`config.mk`:
```
export PLATFORM = sky130hd
export DESIGN_NAME = tcp_rx_cmd_parser
export DESIGN_NICKNAME = d
export VERILOG_FILES = /design/src/rtl/tcp_rx_cmd_parser.sv
export SDC_FILE = /design/constraint.sdc
export NUM_CORES = 1
export LEC_CHECK = 0
export ABC_AREA = 1
export CAP_MARGIN = 20
export CORE_UTILIZATION = 30
export DETAILED_ROUTE_END_ITERATION = 10
export SYNTH_ARGS = -nofsm -noshare
export SYNTH_HDL_FRONTEND = slang
export SYNTH_SLANG_ARGS = --single-unit
```
`constraint.sdc`:
```
create_clock -name BUS_CLK -period 2.05 [get_ports BUS_CLK]
set_input_delay 0.615 -clock BUS_CLK [delete_from_list [all_inputs] [get_ports BUS_CLK]]
set_output_delay 0.615 -clock BUS_CLK [all_outputs]
set_load 0.01 [all_outputs]
```
`src/rtl/tcp_rx_cmd_parser.sv`:
```
// tcp_rx_cmd_parser: turns framed write commands arriving on a TCP Rx FIFO
// (A5 | addr[31:0] | len[15:0] | data...) into single-byte bus writes.
// Build option: define TCP_RX_CMD_STATUS_EN to get the FRAME_CNT and
// SYNC_ERR_CNT status counters; without it both ports read as 0.
module tcp_rx_cmd_parser #(
  parameter int ABUSWIDTH = 32
) (
  input  logic                 BUS_CLK,
  input  logic                 BUS_RST,
  input  logic                 USR_ACTIVE,
  input  logic                 USR_RX_EMPTY,
  output logic                 USR_RX_RE,
  input  logic                 USR_RX_RV,
  input  logic [7:0]           USR_RX_RD,
  output logic                 BUS_WR,
  output logic [ABUSWIDTH-1:0] BUS_ADD,
  output logic [7:0]           BUS_DATA,
  output logic [15:0]          FRAME_CNT,
  output logic [7:0]           SYNC_ERR_CNT
);

  // state | meaning
  // IDLE  | waiting for sync byte 0xA5, other bytes are dropped
  // ADDR  | collecting 4 address bytes, MSB first
  // LEN   | collecting 2 length bytes, MSB first
  // DATA  | one bus write per data byte until the length runs out
  typedef enum logic [1:0] {IDLE, ADDR, LEN, DATA} state_t;

  state_t                 state_q, state_d;
  logic                   rd_pending;
  logic [1:0]             fld_cnt;
  logic [31:0]            addr_q;
  logic [7:0]             len_hi;
  logic [15:0]            rem_q;
  logic [ABUSWIDTH-1:0]   cur_add;
  logic                   byte_ok;
  logic                   rd_issue;
  logic                   len_zero;

  // A byte counts only when it answers our single outstanding read; the
  // RE cycle itself is excluded so the FIFO's reply must come later.
  assign byte_ok  = USR_RX_RV && rd_pending && !USR_RX_RE && USR_ACTIVE;
  assign rd_issue = USR_ACTIVE && !USR_RX_EMPTY && !rd_pending;
  assign len_zero = ({len_hi, USR_RX_RD} == 16'd0);

  // State register.
  always_ff @(posedge BUS_CLK) begin
    if (BUS_RST) state_q <= IDLE;
    else         state_q <= state_d;
  end

  // Next-state decode; a dropped connection abandons any partial frame.
  always_comb begin
    state_d = state_q;
    if (!USR_ACTIVE) begin
      state_d = IDLE;
    end else if (byte_ok) begin
      case (state_q)
        IDLE:    if (USR_RX_RD == 8'hA5) state_d = ADDR;
        ADDR:    if (fld_cnt == 2'd3) state_d = LEN;
        LEN:     if (fld_cnt == 2'd1) state_d = len_zero ? IDLE : DATA;
        DATA:    if (rem_q == 16'd1) state_d = IDLE;
        default: state_d = IDLE;
      endcase
    end
  end

  // Read handshake: one RE pulse, then wait for the matching RV.
  always_ff @(posedge BUS_CLK) begin
    if (BUS_RST || !USR_ACTIVE) begin
      USR_RX_RE  <= 1'b0;
      rd_pending <= 1'b0;
    end else begin
      USR_RX_RE <= rd_issue;
      if (rd_issue)     rd_pending <= 1'b1;
      else if (byte_ok) rd_pending <= 1'b0;
    end
  end

  // Byte position inside the ADDR/LEN fields; restarts on every state change.
  always_ff @(posedge BUS_CLK) begin
    if (BUS_RST || state_d != state_q) fld_cnt <= 2'd0;
    else if (byte_ok)                  fld_cnt <= fld_cnt + 2'd1;
  end

  // Header capture and data-phase bookkeeping (remaining bytes count down).
  always_ff @(posedge BUS_CLK) begin
    if (BUS_RST) begin
      addr_q  <= 32'd0;
      len_hi  <= 8'd0;
      rem_q   <= 16'd0;
      cur_add <= '0;
    end else if (byte_ok) begin
      case (state_q)
        ADDR: addr_q <= {addr_q[23:0], USR_RX_RD};
        LEN: begin
          if (fld_cnt == 2'd0) begin
            len_hi <= USR_RX_RD;
          end else begin
            rem_q   <= {len_hi, USR_RX_RD};
            cur_add <= ABUSWIDTH'(addr_q);
          end
        end
        DATA: begin
          rem_q   <= rem_q - 16'd1;
          cur_add <= cur_add + ABUSWIDTH'(1);
        end
        default: ;
      endcase
    end
  end

  // Bus write one cycle after each data byte; address/data hold otherwise.
  always_ff @(posedge BUS_CLK) begin
    if (BUS_RST) begin
      BUS_WR   <= 1'b0;
      BUS_ADD  <= '0;
      BUS_DATA <= 8'd0;
    end else begin
      BUS_WR <= byte_ok && (state_q == DATA);
      if (byte_ok && (state_q == DATA)) begin
        BUS_ADD  <= cur_add;
        BUS_DATA <= USR_RX_RD;
      end
    end
  end

`ifdef TCP_RX_CMD_STATUS_EN
  logic frame_done;
  logic sync_bad;

  assign frame_done = byte_ok &&
                      ((state_q == LEN && fld_cnt == 2'd1 && len_zero) ||
                       (state_q == DATA && rem_q == 16'd1));
  assign sync_bad   = byte_ok && (state_q == IDLE) && (USR_RX_RD != 8'hA5);

  // Status counters: frames wrap, sync errors saturate.
  always_ff @(posedge BUS_CLK) begin
    if (BUS_RST) begin
      FRAME_CNT    <= 16'd0;
      SYNC_ERR_CNT <= 8'd0;
    end else begin
      if (frame_done) FRAME_CNT <= FRAME_CNT + 16'd1;
      if (sync_bad && SYNC_ERR_CNT != 8'hFF) SYNC_ERR_CNT <= SYNC_ERR_CNT + 8'd1;
    end
  end
`else
  assign FRAME_CNT    = 16'd0;
  assign SYNC_ERR_CNT = 8'd0;
`endif

endmodule

```
Word level (Yosys, flattened, before mapping) --
Index checks and enable logic that the tools add are counted.
Word-level totals: input bits 13, output and inout bits 66, logic and storage cells 57, flip-flop bits (word level) 135
Operators by class: multiplexer cells 14, add/sub/neg operators 3, equality and inequality tests 9, reduce and logical (&&, ||, !) cells 20
Operator list (number):
- $pmux W32 S2 | 1
- $add A32 B1 Y32 const B | 1
- $mux W32 | 1
- $pmux W16 S2 | 1
- $eq A16 B1 Y1 const B | 1
- $logic_not A16 Y1 | 1
- $mux W16 | 1
- $sub A16 B1 Y16 const B | 1
- $mux W2 | 7
- $eq A8 B8 Y1 const B | 1
- $pmux W2 S4 | 1
- $eq A2 B2 Y1 const B | 3
- $logic_and A1 B1 Y1 | 6
- $reduce_and A3 Y1 | 2
- $eq A2 B1 Y1 const B | 2
- $logic_not A1 Y1 | 4
- $logic_not A2 Y1 | 2
- $reduce_bool A2 Y1 | 2
- $add A2 B1 Y2 const B | 1
- $logic_or A1 B1 Y1 | 2
- $mux W1 | 2
- $ne A2 B2 Y1 | 1
- $ne A2 B2 Y1 const B | 1
- $reduce_and A2 Y1 | 1

Logic depth before layout (Yosys ltp) --
Gate-level depths: netlist (run 1).
depth after elaboration 8, depth in mapped cells 13, mapped depth without buffers 13

Worst setup path before layout (run 1) --
No wires, ideal clock.
path kind input to register, start in USR_RX_RV, end reg addr_q[21], data required time 1931 ps, library setup time 119 ps, path buffers 2, setup slack 385 ps, arrival 1546 ps, cell stages on the path 5, cell sequence nand3_2 nor2_1 clkbuf_1 buf_2 a21oi_1
On the way: cells in the longest elaborated chain, start to end 4
Ends and longest elaborated chain:
- start, declared | RTL line 13 | input logic USR_RX_RV,
- $logic_and A1 B1 Y1 (3 in series) | RTL line 42 | assign byte_ok = USR_RX_RV && rd_pending && !USR_RX_RE && USR_ACTIVE;
- $reduce_and A2 Y1 (no line)
- end signal, assigned | RTL line 95 | ADDR: addr_q <= {addr_q[23:0], USR_RX_RD};
- end, declared | RTL line 32 | logic [31:0] addr_q;
Every way passes these cells. A chain may end at the register's enable or synchronous reset.

Worst setup path in the final report (run 1) --
start reg BUS_DATA[5], end out BUS_DATA[5]
RTL lines:
- start, declared | RTL line 17 | output logic [7:0] BUS_DATA,
- start signal, assigned | RTL line 118 | BUS_DATA <= 8'd0;
- start signal, assigned | RTL line 123 | BUS_DATA <= USR_RX_RD;
No word-level cell between the ends.

==> run metrics, run 1 <==
outcome completed; Max FO, Critical Path 2; row count 54; Routed WL 19090 um; yosys warns 0; pre-CTS WS -247.3 ps; worst skew pair latency 420 ps; CTS Hold Buffers Added 0; top cell family by delay on the critical path buffers and inverters; Setup-failing EPs final 0; gr ovfl total 0; sequential share of the synthesized area 40.23%; vias in the first global route 6017; antenna-violating nets left 0; Detailed Place HPWL 13820 um; sw power 1365 uW; CTS Sinks 135; TritonCTS clock tree done; final core occ 38.46%; # IOs 79; Area growth syn-to-layout 25.33%; FF-to-FF End cur_add[30]$_SDFFE_PP0P_; Reg-to-Reg Start cur_add[2]$_SDFFE_PP0P_; Fin Hold WS 454.8 ps; post-CTS sizing 0; wire length on met2 8444 um; Core Area 21890 sq um; Post-Layout Cell Count 1365; clock power share 53.4%; die area 22990 sq um; via count 6612; die width 151.6 um; critical path's slowest cell clkdlybuf4s50_1; Hold Path End USR_RX_RE$_SDFF_PP0_; cells after synthesis 998; Slew headroom 66.22%; dpl cell area 7801 sq um; hold path depth 2; static leakage 0.002999 uW; R2R Setup Slk 200 ps; sequential fraction of design power 43.9%; worst clock skew 9.271 ps; GRT Resource Usage Total 17.46%; Mapped Avg Cell Area 6.731 sq um; fin nets 1091; Sw Share 22.81%; ratio of cells with drive above 1 in the final layout 9.401%; CP Class reg -> out; clock-pin slew on the worst setup and hold paths 60 ps; first-pass GRT wire length 31360 um; initial antenna violation count 0; Initial DRC Count 513; worst setup margin 124.9 ps; ANT cells 0; number of max-slew violations in the final report 0; WP data arrival 1310 ps; Yosys reg bits 135; Comb power frac 2.7%; met3 wire len 787 um; reg2reg path depth 9; Worst setup SP type flop; M1 wire length 9611 um; Initial Util 30.69%; Hold Crit Start BUS_RST; setup bufs post-CTS 0; Vias/cell 4.844; die height 151.6 um; RSZ-0062 raised after global routing no; htree depth 4; final instance area 8419 sq um; HP Class in -> reg; uppermost layer routed met4; dpl cells 1333; Worst path max stage delay 550 ps; worst path required time 1430 ps; crit-path cells clkdlybuf4s50_1; Final Hold Vio Count 0; MaxCap Viol Count 0; Worst setup EP type output pin; largest net degree at the start of global routing 45; Yosys cell types 36; port bufs 54; Clock Tree Buf Depth 2; WP buf/inv 1; Slew @ Worst Pin 506.6 ps; PD cells 710.9 nW/um^2; Placer Congestion 0.8938; drt drc 0; Num CTS Buffers 17; Final min period 1925 ps; fin crit share 93.91%; Mapped Area 6718 sq um; Wirelength per Cell 13.98 um; P_int 4620 uW; DR pass1 iterations 5; Peak Freq 0.5195 GHz; Clock Root Buffer clkbuf_16; IR drop worst, VDD 0.5617 mV
## synthesized netlist by cell type (all sizes together)
cell,n,share of area (%)
nand2,226,13
nor4,1,0.093
inv,71,4.0
xor2,5,0.65
and3,1,0.093
a221oi,2,0.26
ha,6,1.1
buf,46,4.4
o21ai,84,6.3
clkinv,1,0.056
a211oi,5,0.56
clkbuf,36,2.0
dfxtp,135,40
a21oi,126,9.4
o21bai,1,0.11
o31ai,3,0.34
nand3,82,6.2
xnor2,2,0.26
or2,2,0.19
nand3b,8,0.89
conb,1,0.056
nor2,108,6.0
a31oi,4,0.37
nor3,25,2.1
o211ai,7,0.78
nand4,10,0.93
## final cells by class
cell class,count,area (sq um)
Multi-Input combinational cell,732,3405
Timing Repair Buffer,114,1074
Sequential cell,135,2703
Inverter,72,270.3
Tap cell,280,350.3
Fill cell,2323,13470
Clock inverter,15,192.7
Clock buffer,17,425.4
## how the worst max path moves through the flow
stage                                        start                  endpoint  slack [ps]  cells past startpoint
after floorplan                          USR_RX_RV   addr_q[21]$_SDFFE_PP0P_         390                      5
after global placement                  USR_ACTIVE  cur_add[21]$_SDFFE_PP0P_        -200                      8
after detailed placement                USR_ACTIVE   cur_add[4]$_SDFFE_PP0P_        -250                      6
after CTS                 BUS_DATA[1]$_SDFFE_PP0P_               BUS_DATA[1]         110                      1
after global routing                    USR_ACTIVE   fld_cnt[1]$_SDFFE_PP0P_          10                     10
final                     BUS_DATA[5]$_SDFFE_PP0P_               BUS_DATA[5]         120                      1
## stage by stage
stage	power, uW	setup TNS (ps)
6_report	5985	0
5_1_grt	6183	0
4_1_cts	6038	0
3_5_place_dp	2846	-14420
3_3_place_gp	2846	-11140
2_1_floorplan	2799	0
## per-layer routing
layer | track usage (%) | up-vias
li1 | - | 3396
met2 | 26.55 | 166
met5 | 0 | -
met3 | 2.545 | 17
met1 | 24.96 | 3033
met4 | 5.941 | 0
## cells in the final DEF (no fill, tap or decap), types with 7 or more instances in the layout
cell and instances:
nand4_1 10, nor2_1 107, dfxtp_1 135, clkdlybuf4s50_1 53, o21ai_0 83, clkbuf_16 17, buf_4 53, nand3b_1 8
inv_1 69, a21oi_1 125, conb_1 24, o211ai_1 7, nand3_1 81, nor3_1 23, nand2_1 226, buf_12 7
## state kept, by name, summed over array words and instances (netlist names), 2 cells and up
signal    count
len_hi        8
BUS_ADD      32
cur_add      32
fld_cnt       2
state_q       2
rem_q        16
addr_q       32
BUS_DATA      8
## power groups by stage
stage                     logic, uW  clock network (uW)  registers, uW
after floorplan                 114                   0           2690
after global placement          161                   0           2680
after detailed placement        161                   0           2680
after CTS                       161                3250           2630
after global routing            181                3380           2630
final                           161                3200           2630
## kinds of logic after synthesis
logic type | synth area share [%]
other | 0.05582
AOI/OAI and AO/OA | 18.12
buffers and inverters | 10.41
and+or+nand+nor | 29.15
DFF | 40.23
adders and majority gates | 1.117
xor gates and xnor gates | 0.9127
Note: power is estimated with default switching activity, not from simulation.
==> run 2: changes to the inputs <==
--- a/config.mk
+++ b/config.mk
@@ -9,6 +9,7 @@
 export CAP_MARGIN = 20
 export CORE_UTILIZATION = 30
 export DETAILED_ROUTE_END_ITERATION = 10
+export MAX_ROUTING_LAYER = met4
 export SYNTH_ARGS = -nofsm -noshare
 export SYNTH_HDL_FRONTEND = slang
 export SYNTH_SLANG_ARGS = --single-unit
==> run metrics, run 2 (synthesized netlist as in run 1, its figures left out) <==
multi-input logic area 3412 sq um; number of max-slew violations in the final report 0; critical path's slowest cell clkdlybuf4s50_1; CTS Sinks 135; Comb power frac 2.8%; initial antenna violation count 0; top flop regs BUS_ADD: 32 flops, addr_q: 32 flops, cur_add: 32 flops; worst clock skew 10.24 ps; Post-Layout Cell Count 1370; sequential fraction of design power 45.0%; Setup-failing EPs final 0; RSZ-0062 raised after global routing no; Vias/cell 4.915; outcome completed; Sw Share 22.53%; Placer Congestion 0.9148; commonest non-fill, non-tap cell in the layout nand2_1; fin nets 1096; wire length on met2 8483 um; P_int 4527 uW; TritonCTS clock tree done; Routed WL 19380 um; WP buf/inv 1; Initial DRC Count 446; worst skew pair latency 430 ps; Final min period 1925 ps; Initial Util 30.69%; PD cells 693.1 nW/um^2; pre-CTS WS -242.1 ps; clock-pin slew on the worst setup and hold paths 60 ps; uppermost layer routed met4; via count 6734; IR drop worst, VDD 0.6238 mV; worst setup margin 125.1 ps; M1 wire length 9662 um; WP depth 1; met3 wire len 863 um; Wirelength per Cell 14.15 um; drt drc 0; # fillers 2366; HP Class reg -> reg; vias in the first global route 6019; clock power share 52.3%; Num CTS Buffers 17; port bufs 54; R2R Setup Slk 250 ps; CP Class reg -> out; Clock Root Buffer clkbuf_16; worst path required time 1430 ps; # IOs 79; die width 151.6 um; GRT Resource Usage Total 18.04%; hold path depth 2; static leakage 0.003002 uW; Storage cell area 2703 sq um; commonest cells after routing, fill and taps aside 226 x nand2_1, 135 x dfxtp_1, 125 x a21oi_1; Area growth syn-to-layout 25.50%; die area 22990 sq um; row count 54; sw power 1316 uW; fin crit share 93.90%; top cell family by delay on the critical path buffers and inverters; Worst setup SP type flop; Clock Tree Buf Depth 2; post-route setup TNS 0 ps; Max FO, Critical Path 2; crit-path cells clkdlybuf4s50_1; largest net degree at the start of global routing 45; Final Hold Vio Count 0; WP data arrival 1310 ps; Detailed Place HPWL 14030 um; Peak Freq 0.5195 GHz; ANT cells 0; antenna-violating nets left 0; final core occ 38.51%; dpl cells 1338; Fin Hold WS 453.2 ps; ratio of cells with drive above 1 in the final layout 9.908%; MaxCap Viol Count 0; DR pass1 iterations 7; first-pass GRT wire length 31310 um; Worst path max stage delay 540 ps; Core Area 21890 sq um; die height 151.6 um; htree depth 4; setup bufs post-CTS 0; Worst setup EP type output pin; reg2reg path depth 10; gr ovfl total 0
==> run 2: changes by cell type in the layout (fill, tap and decap cells not counted) <==
cell	previous run	this run
clkbuf_8	0	2
clkinv_4	6	2
inv_8	1	0
nor2_2	1	2
clkinv_2	1	4
nor3_2	1	2
nor2_1	107	106
clkbuf_1	0	1
bufinv_16	3	2
buf_4	53	58
nor3_1	23	22
clkinvlp_4	1	4
inv_6	3	0
==> run 2: final cells by class <==
class | count | area share (%)
Clock buffer | 20 | 5.417
Clock inverter | 12 | 1.514
Inverter | 72 | 3.206
Multi-Input combinational cell | 732 | 40.47
Sequential cell | 135 | 32.06
Tap cell | 280 | 4.156
Timing Repair Buffer | 119 | 13.18
==> run 2: power groups by stage <==
stage / sequential, uW / combinational [uW] / clock (uW)
2_1_floorplan: 2690 / 114 / 0
3_3_place_gp: 2680 / 161 / 0
3_5_place_dp: 2680 / 161 / 0
4_1_cts: 2630 / 161 / 3110
5_1_grt: 2630 / 181 / 3210
6_report: 2630 / 161 / 3050
==> run 2: worst min-delay path: cells and delay by family (launching register included) <==
kind	cells	cell delay [ps]
flops	1	290
buf+inv	1	60
compound gates	1	50
==> run 2: worst paths after layout <==
path / end / from
worst max register to register: cur_add[16]$_SDFFE_PP0P_ / cur_add[0]$_SDFFE_PP0P_
worst min register to register: addr_q[25]$_SDFFE_PP0P_ / addr_q[25]$_SDFFE_PP0P_
worst min-delay path: addr_q[25]$_SDFFE_PP0P_ / addr_q[25]$_SDFFE_PP0P_
worst max-delay path: BUS_DATA[3] / BUS_DATA[3]$_SDFFE_PP0P_
==> run 2: timing repair <==
item	in CTS	in global routing
gates resized for setup	0	2
setup endpoints to repair	0	1
hold buffers	0	0
==> run 2: layer usage <==
| metal | up-vias | global-route usage (%) |
|---|---|---|
| met5 | - | - |
| met4 | 0 | 7.228 |
| met3 | 26 | 2.605 |
| met2 | 184 | 26.75 |
| met1 | 3110 | 24.51 |
| li1 | 3414 | - |
==> run 2: metrics by stage <==
step / area [sq um] / power [uW]
CTS: 8423 / 5893
floorplan: 6804 / 2799
detailed placement: 7839 / 2846
finish: 8431 / 5843
global route: 8431 / 6013
global placement: 7839 / 2846
